### src/rtl/virtual_gamepak_responder.sv
// virtual_gamepak_responder: MBC1-style cartridge target that serves GamePak bus cycles
// from a ROM/RAM image in backing memory, stalling the core with Delay until the byte returns.
module virtual_gamepak_responder #(
  parameter int ROM_ADDR_W = 21,
  parameter int RAM_ADDR_W = 15,
  parameter int MEM_ADDR_W = 23,
  parameter logic [MEM_ADDR_W-1:0] RAM_BASE = MEM_ADDR_W'('h200000)
) (
  input  logic                  i_clk,
  input  logic                  i_rst_n,
  input  logic                  i_clk_en,
  input  logic                  i_cs,
  input  logic                  i_read,
  input  logic                  i_write,
  input  logic [15:0]           i_address,
  input  logic [7:0]            i_data_out,
  output logic [7:0]            o_data_in,
  output logic                  o_delay,
  output logic                  o_audio,
  output logic                  o_mem_req,
  output logic                  o_mem_we,
  output logic [MEM_ADDR_W-1:0] o_mem_addr,
  output logic [7:0]            o_mem_wdata,
  input  logic [7:0]            i_mem_rdata,
  input  logic                  i_mem_ack
);
  typedef enum logic {S_IDLE, S_REQ} state_t;
  localparam logic [MEM_ADDR_W-1:0] ROM_MASK = MEM_ADDR_W'((64'd1 << ROM_ADDR_W) - 64'd1);
  state_t r_state, w_state_nx;
  logic [7:0] r_data_in, w_data_nx, r_mem_wdata, w_wdata_nx;
  logic r_delay, w_delay_nx, r_mem_req, w_req_nx, r_mem_we, w_we_nx;
  logic [MEM_ADDR_W-1:0] r_mem_addr, w_addr_nx, w_rom_addr, w_ram_addr;
  logic [4:0] r_rom_bank, w_rom_bank_nx, w_bank_eff;
  logic [1:0] r_ram_bank, w_ram_bank_nx;
  logic r_ram_en, w_ram_en_nx;
  logic w_acc, w_ram_win, w_mem, w_map_wr;
  assign w_acc      = (r_state == S_IDLE) & i_clk_en & i_cs & (i_read ^ i_write);
  assign w_ram_win  = i_address[15:13] == 3'b101;
  assign w_mem      = w_acc & ((i_read & ~i_address[15]) | (w_ram_win & r_ram_en));
  assign w_map_wr   = w_acc & i_write & ~i_address[15];
  // Bank 0 in the switchable window aliases to bank 1, as on a real MBC1.
  assign w_bank_eff = ~i_address[14] ? 5'd0 : (r_rom_bank == 5'd0) ? 5'd1 : r_rom_bank;
  assign w_rom_addr = MEM_ADDR_W'({w_bank_eff, i_address[13:0]}) & ROM_MASK;
  assign w_ram_addr = RAM_BASE + MEM_ADDR_W'(RAM_ADDR_W'({r_ram_bank, i_address[12:0]}));
  always_comb begin
    w_state_nx    = r_state;
    w_data_nx     = r_data_in;
    w_delay_nx    = r_delay;
    w_req_nx      = r_mem_req;
    w_we_nx       = r_mem_we;
    w_addr_nx     = r_mem_addr;
    w_wdata_nx    = r_mem_wdata;
    w_ram_en_nx   = (w_map_wr & i_address[14:13] == 2'd0) ? (i_data_out[3:0] == 4'hA) : r_ram_en;
    w_rom_bank_nx = (w_map_wr & i_address[14:13] == 2'd1) ? i_data_out[4:0] : r_rom_bank;
    w_ram_bank_nx = (w_map_wr & i_address[14:13] == 2'd2) ? i_data_out[1:0] : r_ram_bank;
    if (r_state == S_IDLE) begin
      if (w_mem) begin
        w_state_nx = S_REQ;
        w_req_nx   = 1'b1;
        w_delay_nx = 1'b1;
        w_we_nx    = i_write;
        w_addr_nx  = i_address[15] ? w_ram_addr : w_rom_addr;
        w_wdata_nx = i_data_out;
      end else if (w_acc & i_read) begin
        w_data_nx = 8'hFF;
      end
    end else if (i_mem_ack) begin
      w_state_nx = S_IDLE;
      w_req_nx   = 1'b0;
      w_delay_nx = 1'b0;
      w_data_nx  = r_mem_we ? r_data_in : i_mem_rdata;
    end
  end
  always_ff @(posedge i_clk or negedge i_rst_n) begin
    if (!i_rst_n) begin
      r_state     <= S_IDLE;
      r_data_in   <= 8'hFF;
      r_delay     <= 1'b0;
      r_mem_req   <= 1'b0;
      r_mem_we    <= 1'b0;
      r_mem_addr  <= '0;
      r_mem_wdata <= 8'h00;
      r_rom_bank  <= 5'd1;
      r_ram_bank  <= 2'd0;
      r_ram_en    <= 1'b0;
    end else begin
      r_state     <= w_state_nx;
      r_data_in   <= w_data_nx;
      r_delay     <= w_delay_nx;
      r_mem_req   <= w_req_nx;
      r_mem_we    <= w_we_nx;
      r_mem_addr  <= w_addr_nx;
      r_mem_wdata <= w_wdata_nx;
      r_rom_bank  <= w_rom_bank_nx;
      r_ram_bank  <= w_ram_bank_nx;
      r_ram_en    <= w_ram_en_nx;
    end
  end
  assign o_data_in   = r_data_in;
  assign o_delay     = r_delay;
  assign o_audio     = 1'b0;
  assign o_mem_req   = r_mem_req;
  assign o_mem_we    = r_mem_we;
  assign o_mem_addr  = r_mem_addr;
  assign o_mem_wdata = r_mem_wdata;
endmodule
### config.mk
export PLATFORM = sky130hd
export DESIGN_NAME = virtual_gamepak_responder
export DESIGN_NICKNAME = d
export VERILOG_FILES = /design/src/rtl/virtual_gamepak_responder.sv
export SDC_FILE = /design/constraint.sdc
export NUM_CORES = 1
export LEC_CHECK = 0
export CORE_MARGIN = 2
export CORE_UTILIZATION = 44
export DETAILED_ROUTE_END_ITERATION = 8
export PLACE_DENSITY_LB_ADDON = 0.3
export SLEW_MARGIN = 10
export SYNTH_ARGS = -nofsm -noshare
export SYNTH_HDL_FRONTEND = slang
export SYNTH_SLANG_ARGS = --single-unit
### constraint.sdc
create_clock -name i_clk -period 2 [get_ports i_clk]
set_input_delay 0.3 -clock i_clk [delete_from_list [all_inputs] [get_ports i_clk]]
set_output_delay 0.3 -clock i_clk [all_outputs]
set_load 0.005 [all_outputs]
* After elaboration in Yosys (flattened, before gate mapping) *
Cells that the tools add are included.

storage, ports and cells
  register bits = 50
  input port bits = 39
  word-level logic and storage cells = 54

operators by class
  $add $sub $neg = 1
  equal/unequal tests = 7
  multiplexer cells = 14
  bitwise operators = 16
  reduce and logical (&&, ||, !) cells = 7

operators with widths
  operator                count
  $mux 8                  5
  $add 22x15->23 const A  1
  $mux 23                 1
  $and 1x1->1             12
  $mux 5                  2
  $mux 1                  6
  $ne 2x2->1 const B      3
  $logic_not 5->1         1
  $eq 4x4->1 const B      1
  $reduce_and 2->1        2
  $reduce_and 4->1        1
  $reduce_bool 2->1       2
  $eq 3x3->1 const B      1
  $eq 2x1->1 const B      1
  $eq 2x2->1 const B      1
  $logic_not 2->1         1
  $not 1->1               2
  $or 1x1->1              1
  $xor 1x1->1             1

* Longest topological paths before layout *
Gate-level depths: netlist (run 1).

  word-level depth = 8
  gate-level depth with buffers = 6

* Least setup slack after synthesis (run 1) *
No wires, ideal clock.

  kind = register to register
  start = register r_state
  end = register r_mem_addr[0], in the netlist o_mem_addr[0]
  setup time = 0.127 ns
  arrival time = 1.468 ns
  required time = 1.873 ns
  path slack = 0.404 ns
  cell stages (with the launch flop) = 6
  buffers on the path = 2
  cell sequence = dfrtp_1 > nand3b_1 > a211oi_2 > buf_6 > buf_8 > mux2_1

between the ends
  word-level cells in the longest chain between the ends = 6

RTL lines
  what                                   RTL line  source
  start: declaration                     29        state_t r_state, w_state_nx;
  start signal: assignment               87        r_state <= w_state_nx;
  $not 1->1 (no source line) (*)         -
  $and 1x1->1 (3 in series)              37        assign w_acc = (r_state == S_IDLE) & i_clk_en & i_cs & (i_read ^ i_write);
  $and 1x1->1                            39        assign w_mem = w_acc & ((i_read & ~i_address[15]) | (w_ram_win & r_ram_en));
  $reduce_and 2->1 (no source line) (*)  -
  end signal: assignment                 92        r_mem_addr <= w_addr_nx;
  end: declaration                       32        logic [MEM_ADDR_W-1:0] r_mem_addr, w_addr_nx, w_rom_addr, w_ram_addr;

Mark *: on every way between the ends. The rest lies on a longest branch, timed or not.
A chain may end at the register's enable or synchronous reset.

* Worst setup path after layout (run 1) *
  start = register r_state
  end = register r_mem_wdata[7], in the netlist o_mem_wdata[7]

between the ends
  word-level cells in the longest chain between the ends = 6

RTL lines
  what                                   RTL line  source
  $not 1->1 (no source line) (*)         -
  $and 1x1->1 (3 in series)              37
  $and 1x1->1                            39
  $reduce_and 2->1 (no source line) (*)  -
  end signal: assignment                 93        r_mem_wdata <= w_wdata_nx;
  end: declaration                       30        logic [7:0] r_data_in, w_data_nx, r_mem_wdata, w_wdata_nx;

Marked as above.

==> qor.yml, run 1 <==
sta:
  worst_pin_slew_ps: 579
  fmax_mhz: 592
  post-route-period-util_pct: 84.4
  fin_crit_ps: 1690
  finalSetupViolations: 0
  rsz0062_at_grt: "false"
  finalSetupTns_ps: 0
  maxSlewViolCount: 0
  fin_skew_ps: 5.43
  maxSlewHeadroom_pct: 61.4
  finalHoldViolCount: 0
floorplan:
  coreArea_sq_um: 4790
  die_x_um: 75.0
  start_util_pct: 46.4
  die_area_sq_um: 5630
  rows: 25
  die_h_um: 75.0
  io_pins: 82
run:
  cap_violations: 0
drt:
  routed_wl_mm: 4.58
  first_pass_iters: 4
  wl_per_cell_um: 13.8
  drcViolationCount: 0
  antenna_left: 0
  vias_per_cell: 4.92
  routed-via-count: 1632
  drt_iter0_drc: 52
setup_path:
  path_max_fanout: 15
  end_kind: "flop"
  worstPathArrival_ps: 1880
  critical_path_required_ps: 2190
  crit_type: "flop to flop"
  ff2ff_path_depth: 4
  startpoint_type: "flop"
cells_and_area:
  nNetsFinal: 303
  drive_above_1_share_pct: 25.7
  num_antenna_cells: 0
  area_delta_synth_final_pct: 43.9
grt:
  first_global_vias: 1657
  grt_usage_pct: 18.2
  grt_start_max_net_pins: 48
  grt_use_met3_pct: 6.69
  antenna_found_initial: 0
  gr-total-overflow: 0
  grt_pass1_wl_mm: 7.60
  grt-busiest-layer: "met2"
  met2_usage_pct: 29.0
  use_met1_pct: 22.8
clock_network:
  cts.path.max_buffers: 2
  cts_tree: "built"
  cts_buffers: 5
  cts_resized: 0
  hold_buffers: 0
  post_cts_buffers: 0
  clk_pin_slew_ps: 80
  h-tree-depth: 2
  cts_root_buf: "clkbuf_8"
  clock_latency_ps: 300
  cts_sinks: 47
pwr:
  p_total_w: 0.00272
  p_leak_nw: 1.41
  p_clk_share_pct: 25.2
  power_switching_w: 0.000650
  seq_power_share_pct: 46.7
  p_comb_share_pct: 28.1
  internal_power_w: 0.00207
  ir_drop_v: 0.000658
  power.density_nw_per_um2: 850
  switching_share_pct: 23.9
hold_path:
  hold_path.class: "input pin to asynchronous set/reset pin"
run_status:
  status: "finished, final reports clean"
yosys:
  ys_types: 33
  syn_area_sq_um: 2220
  ys_ff_latch: 47
  yosysSeqAreaShare_pct: 53.5
  syn_inst: 177
  ys_warn_count: 0
  syn_avg_cell_area_sq_um: 12.5
placement:
  port_buffers: 77
  gp_congestion: 0.787
  dp_hpwl_mm: 3.42
[logic make-up after synthesis]
logic type | share of synthesized area, %
other | 0.169
XOR/XNOR | 0.395
AND/OR/NAND/NOR | 10.8
AO/OA/AOI/OAI | 5.47
buffers and inverters | 7.50
flip-flops | 53.5
multiplexers | 22.2
[cell usage in the layout, fill, tap and decap left out]
cell / instances
xnor2_1: 1
and2_1: 1
nor2b_1: 3
mux2_1: 6
and3b_1: 2
nand3b_1: 2
nor3_1: 8
clkbuf_1: 1
bufinv_16: 1
nor4_1: 1
a211oi_4: 1
mux2_2: 27
clkinvlp_4: 1
or2_2: 8
conb_1: 4
nor4bb_1: 2
dfstp_2: 9
mux2i_1: 12
nand4b_2: 1
buf_4: 14
nand2b_1: 1
dfrtp_1: 38
nand4_1: 3
o31ai_1: 1
nor2_1: 2
a21o_1: 2
clkdlybuf4s50_1: 76
o32a_1: 1
clkbuf_8: 5
o2bb2ai_1: 1
buf_2: 1
inv_1: 15
a211oi_1: 9
nand2_1: 5
[state kept, by name, indices dropped and copies added, names as in the netlist]
register and flops:
o_mem_addr 20, o_data_in 8, o_mem_wdata 8, r_rom_bank 5, r_ram_bank 2, o_mem_req 1
o_mem_we 1, r_ram_en 1, r_state 1
[worst max-delay path, stage by stage (launching register included)]
cell and delay (ps):
dfrtp_1 450, nand3b_1 250, a211oi_4 250, buf_4 260, mux2_2 360
[through the flow]
stage	cells	area, sq um	hold slack, ps	utilization [%]	worst slack, ps
global placement	324	3080	430	64.4	59.2
floorplan	180	2230	4.41	-	404
global route	332	3190	137	66.7	219
CTS	332	3190	99.3	66.7	296
finish	332	3190	83.0	66.7	312
detailed placement	324	3080	433	64.4	29.8
[per-layer routing]
metal | vias to the layer above | wire (um)
met3 | 6 | 353
li1 | 781 | -
met5 | - | 0
met1 | 789 | 2050
met4 | 0 | 65
met2 | 56 | 2110
[synthesized netlist by cell type]
| library cell | instances | area, sq um |
|---|---|---|
| buf_6 | 3 | 33.8 |
| nand4b_2 | 1 | 15.0 |
| nand3b_1 | 2 | 15.0 |
| and3b_1 | 2 | 17.5 |
| nor3_1 | 8 | 40.0 |
| mux2i_1 | 12 | 120 |
| nand2b_1 | 1 | 6.26 |
| mux2_1 | 6 | 67.6 |
| clkbuf_2 | 1 | 5.00 |
| nor4bb_1 | 2 | 20.0 |
| inv_1 | 15 | 56.3 |
| o32a_1 | 1 | 10.0 |
| a211oi_2 | 1 | 12.5 |
| dfstp_2 | 9 | 236 |
| buf_1 | 2 | 7.51 |
| nor4_1 | 1 | 6.26 |
| o31ai_1 | 1 | 7.51 |
| a211oi_1 | 9 | 67.6 |
| nand2_1 | 5 | 18.8 |
| a21o_1 | 2 | 15.0 |
| buf_4 | 6 | 45.0 |
| dfrtp_1 | 38 | 951 |
| conb_1 | 1 | 3.75 |
| and2_1 | 1 | 6.26 |
| nand4_1 | 3 | 18.8 |
| nor2b_1 | 3 | 18.8 |
| clkbuf_1 | 1 | 3.75 |
| nor2_1 | 2 | 7.51 |
| buf_8 | 1 | 15.0 |
| or2_2 | 8 | 50.1 |
| xnor2_1 | 1 | 8.76 |
| mux2_2 | 27 | 304 |
| o2bb2ai_1 | 1 | 8.76 |
[power groups by stage]
stage | clock network [W] | logic, W | registers, W
after floorplan | 0 | 0.000249 | 0.00129
after global placement | 0 | 0.000758 | 0.00128
after detailed placement | 0 | 0.000776 | 0.00128
after global routing | 0.000755 | 0.000835 | 0.00130
final | 0.000685 | 0.000763 | 0.00127
after CTS | 0.000710 | 0.000780 | 0.00127
[area by class of cell]
class	count	area [sq um]
timing repair buffer	91	871
fill	369	1590
sequential	47	1190
clock buffer	6	72.6
inverter	15	56.3
multi-input combinational	104	885
clock inverter	2	37.5
tap	67	83.8
[final timing paths]
path | startpoint | slack, ps | endpoint
min in group i_clk | o_data_in[2] | 490 | o_data_in[2]
max in group asynchronous | i_rst_n | 1530 | o_mem_addr[6]
hold reg to reg | o_data_in[2] | 490 | o_data_in[2]
setup / recovery | r_state | 310 | o_mem_wdata[7]
hold / removal | i_rst_n | 80 | o_mem_wdata[6]
setup reg to reg | r_state | 310 | o_mem_wdata[7]
Note: power is estimated with default switching activity, not from simulation.
==> inputs of run 2 (changes only) <==
- CORE_UTILIZATION: 44 -> 40
- clock period: 2 -> 1.5 ns (I/O delays scaled with it)
==> run 2 against run 1 <==
Compared with the run above:
- first-iteration DRC count is 21% lower
- setup slack worse by 480 ps
- critical path type unchanged
- critical endpoint is now o_mem_wdata[3]
- total power is 35% higher
- sequential power is 33% higher
- non-clock buffer count is 25 higher
- highest routed layer unchanged
- via count is 6.4% higher
- global-route usage is 0.24 points higher
- sequential cell count stayed put
- utilization is 0.97 points lower
- largest cell class unchanged
- clock skew is 2.2 ps higher
- final cell count is 9.0% higher
- wire length is 21% higher
- the run now ends with setup timing left
==> qor.yml, run 2 (same netlist as run 1, synthesis figures left out) <==
drt:
  first_pass_iters: 4  # unchanged
  vias_per_cell: 4.80  # -2.4%
  met1_length_mm: 2.33  # +14%
  wl_met3_um: 258  # -27%
  antenna_left: 0  # unchanged
  drt_iter0_drc: 41  # -21%
  drcViolationCount: 0  # unchanged
  routed_wl_mm: 5.56  # +21%
  wl_per_cell_um: 15.4  # +11%
  top_layer_used: "met4"
  routed-via-count: 1736  # +6.4%
  routed-wl-met2_mm: 2.92  # +39%
floorplan:
  die_h_um: 78.5  # +4.6%
  coreArea_sq_um: 5440  # +14%
  die_x_um: 78.5  # +4.6%
  rows: 27  # +8.0%
  die_area_sq_um: 6160  # +9.5%
  io_pins: 82  # unchanged
  start_util_pct: 40.8  # -5.6 points
setup_path:
  path_max_fanout: 5  # -10
  startpoint_type: "flop"
  end_kind: "flop"
  crit_type: "flop to flop"
  ff2ff_path_depth: 5  # +1
  startpoint: "r_state"
  reg2reg_from: "r_state"
  critical_path_required_ps: 1690  # -500 ps
  worstPathArrival_ps: 1850  # -30 ps
sta:
  maxSlewViolCount: 0  # unchanged
  fin_crit_ps: 1670  # -21.5 ps
  fin_skew_ps: 7.64  # +2.21 ps
  rsz0062_at_grt: "true"
  post-route-period-util_pct: 111  # +27 points
  finalSetupTns_ps: -3730  # -3730 ps
  finalSetupViolations: 28  # +28
  fmax_mhz: 600  # +1.3%
  finalHoldViolCount: 0  # unchanged
  layout_setup_ws_ps: -167  # -479 ps
cells_and_area:
  num_antenna_cells: 0  # unchanged
  final_common_cell: "clkdlybuf4s50_1"
  area_delta_synth_final_pct: 61.1
  multi_input_area_sq_um: 1000  # +13%
  layout_common_cells: "clkdlybuf4s50_1 (65), dfrtp_1 (38), buf_4 (28)"
  nNetsFinal: 328  # +8.3%
  fillers: 445  # +21%
  drive_above_1_share_pct: 34.8  # +9.2 points
  register_area_sq_um: 1190  # unchanged
  largest_register_ffs: 20  # unchanged
clock_network:
  cts.path.max_buffers: 2  # unchanged
  h-tree-depth: 2  # unchanged
  clk_pin_slew_ps: 90  # about the same
  cts_root_buf: "clkbuf_8"
  clock_latency_ps: 300  # about the same
  cts_sinks: 47  # unchanged
  cts_buffers: 5  # unchanged
  cts_tree: "built"
placement:
  gp_congestion: 0.765  # -2.8%
  dp_hpwl_mm: 3.59  # +5.1%
  port_buffers: 77  # unchanged
pwr:
  seq_power_share_pct: 46.1  # -0.6 points
  p_clk_share_pct: 20.8  # -4.4 points
  switching_share_pct: 25.5  # +1.6 points
  internal_power_w: 0.00273  # +32%
  power.density_nw_per_um2: 1030  # +21%
  p_leak_nw: 1.67  # +18%
  p_comb_share_pct: 33.0  # +4.9 points
  power_switching_w: 0.000936  # +44%
  ir_drop_v: 0.000928  # +41%
  p_total_w: 0.00367  # +35%
run_status:
  status: "complete, but fails checks"
  violations: "setup timing"
hold_path:
  hold_path.class: "input pin to asynchronous set/reset pin"
grt:
  grt_pass1_wl_mm: 8.85  # +16%
  gr-total-overflow: 0  # unchanged
  antenna_found_initial: 0  # unchanged
  grt_usage_pct: 18.4  # +0.24 points
  first_global_vias: 1828  # +10%
  grt_start_max_net_pins: 48  # unchanged
run:
  cap_violations: 0  # unchanged
==> run 2: changes by cell type in the layout (fill, tap and decap cells not counted), moves of 2 or more <==
| cell | before | now |
|---|---|---|
| mux2_4 | 0 | 24 |
| mux2_2 | 27 | 9 |
| buf_4 | 14 | 28 |
| clkdlybuf4s50_1 | 76 | 65 |
| dlygate4sd2_1 | 0 | 11 |
| mux2_1 | 6 | 0 |
| buf_6 | 0 | 3 |
| a211oi_1 | 9 | 7 |
| a211oi_2 | 0 | 2 |
| buf_12 | 0 | 2 |
| buf_16 | 0 | 2 |
| buf_8 | 0 | 2 |
==> run 2: cell type report <==
type | count | area share [%]
clock buffers | 6 | 2.03
flip-flops and latches | 47 | 33.2
well taps | 72 | 2.52
clock inverters | 2 | 0.350
multi-input cells | 104 | 28.0
inverters | 15 | 1.57
repair buffers | 116 | 32.3
==> run 2: worst max-delay path, stage by stage, from the launching register on <==
cell       delay (ps)
dfrtp_1           390
nand3b_1          230
a211oi_4          300
buf_6             180
clkbuf_16         150
mux2_4            290
==> run 2: power by group through the flow <==
stage	registers [W]	logic, W	clock network (W)
2_1_floorplan	0.00172	0.000368	0
3_3_place_gp	0.00171	0.00107	0
3_5_place_dp	0.00172	0.00109	0
4_1_cts	0.00169	0.00117	0.000787
5_1_grt	0.00173	0.00130	0.000846
6_report	0.00169	0.00121	0.000764
==> run 2: repair_timing <==
| item | 4_1_cts | 5_1_grt |
|---|---|---|
| endpoints found under the setup margin | 34 | 31 |
| hold endpoints to repair | 38 | 0 |
| hold buffers | 1 | 0 |
| gates cloned | 2 | 1 |
| resized for setup | 25 | 17 |
| pin swaps | 1 | 4 |
| setup buffers | 11 | 4 |
==> run 2: final timing paths <==
check,endpoint,slack (ps)
worst min-delay path,o_mem_wdata[7],430
max in group asynchronous,r_rom_bank[0],790
min in group i_clk,r_ram_bank[1],510
worst max register to register,o_mem_wdata[3],-170
worst max-delay path,o_mem_wdata[3],-170
worst min register to register,r_ram_bank[1],510
==> run 2: per-layer routing <==
| layer | global-route usage, % | up-vias |
|---|---|---|
| met3 | 4.60 | 6 |
| li1 | - | 829 |
| met2 | 32.8 | 51 |
| met4 | 4.39 | 0 |
| met5 | 0 | - |
| met1 | 22.4 | 850 |
==> run 2: per-stage QoR <==
step	hold slack (ps)	util, %	setup WS, ps	std cells	area (sq um)
after CTS	436	63.8	-138	358	3470
after global placement	228	58.6	-441	336	3190
after floorplan	-70.6	-	-40.8	180	2250
final	431	65.7	-167	362	3580
after global routing	468	65.7	-212	362	3580
after detailed placement	229	58.6	-521	336	3190
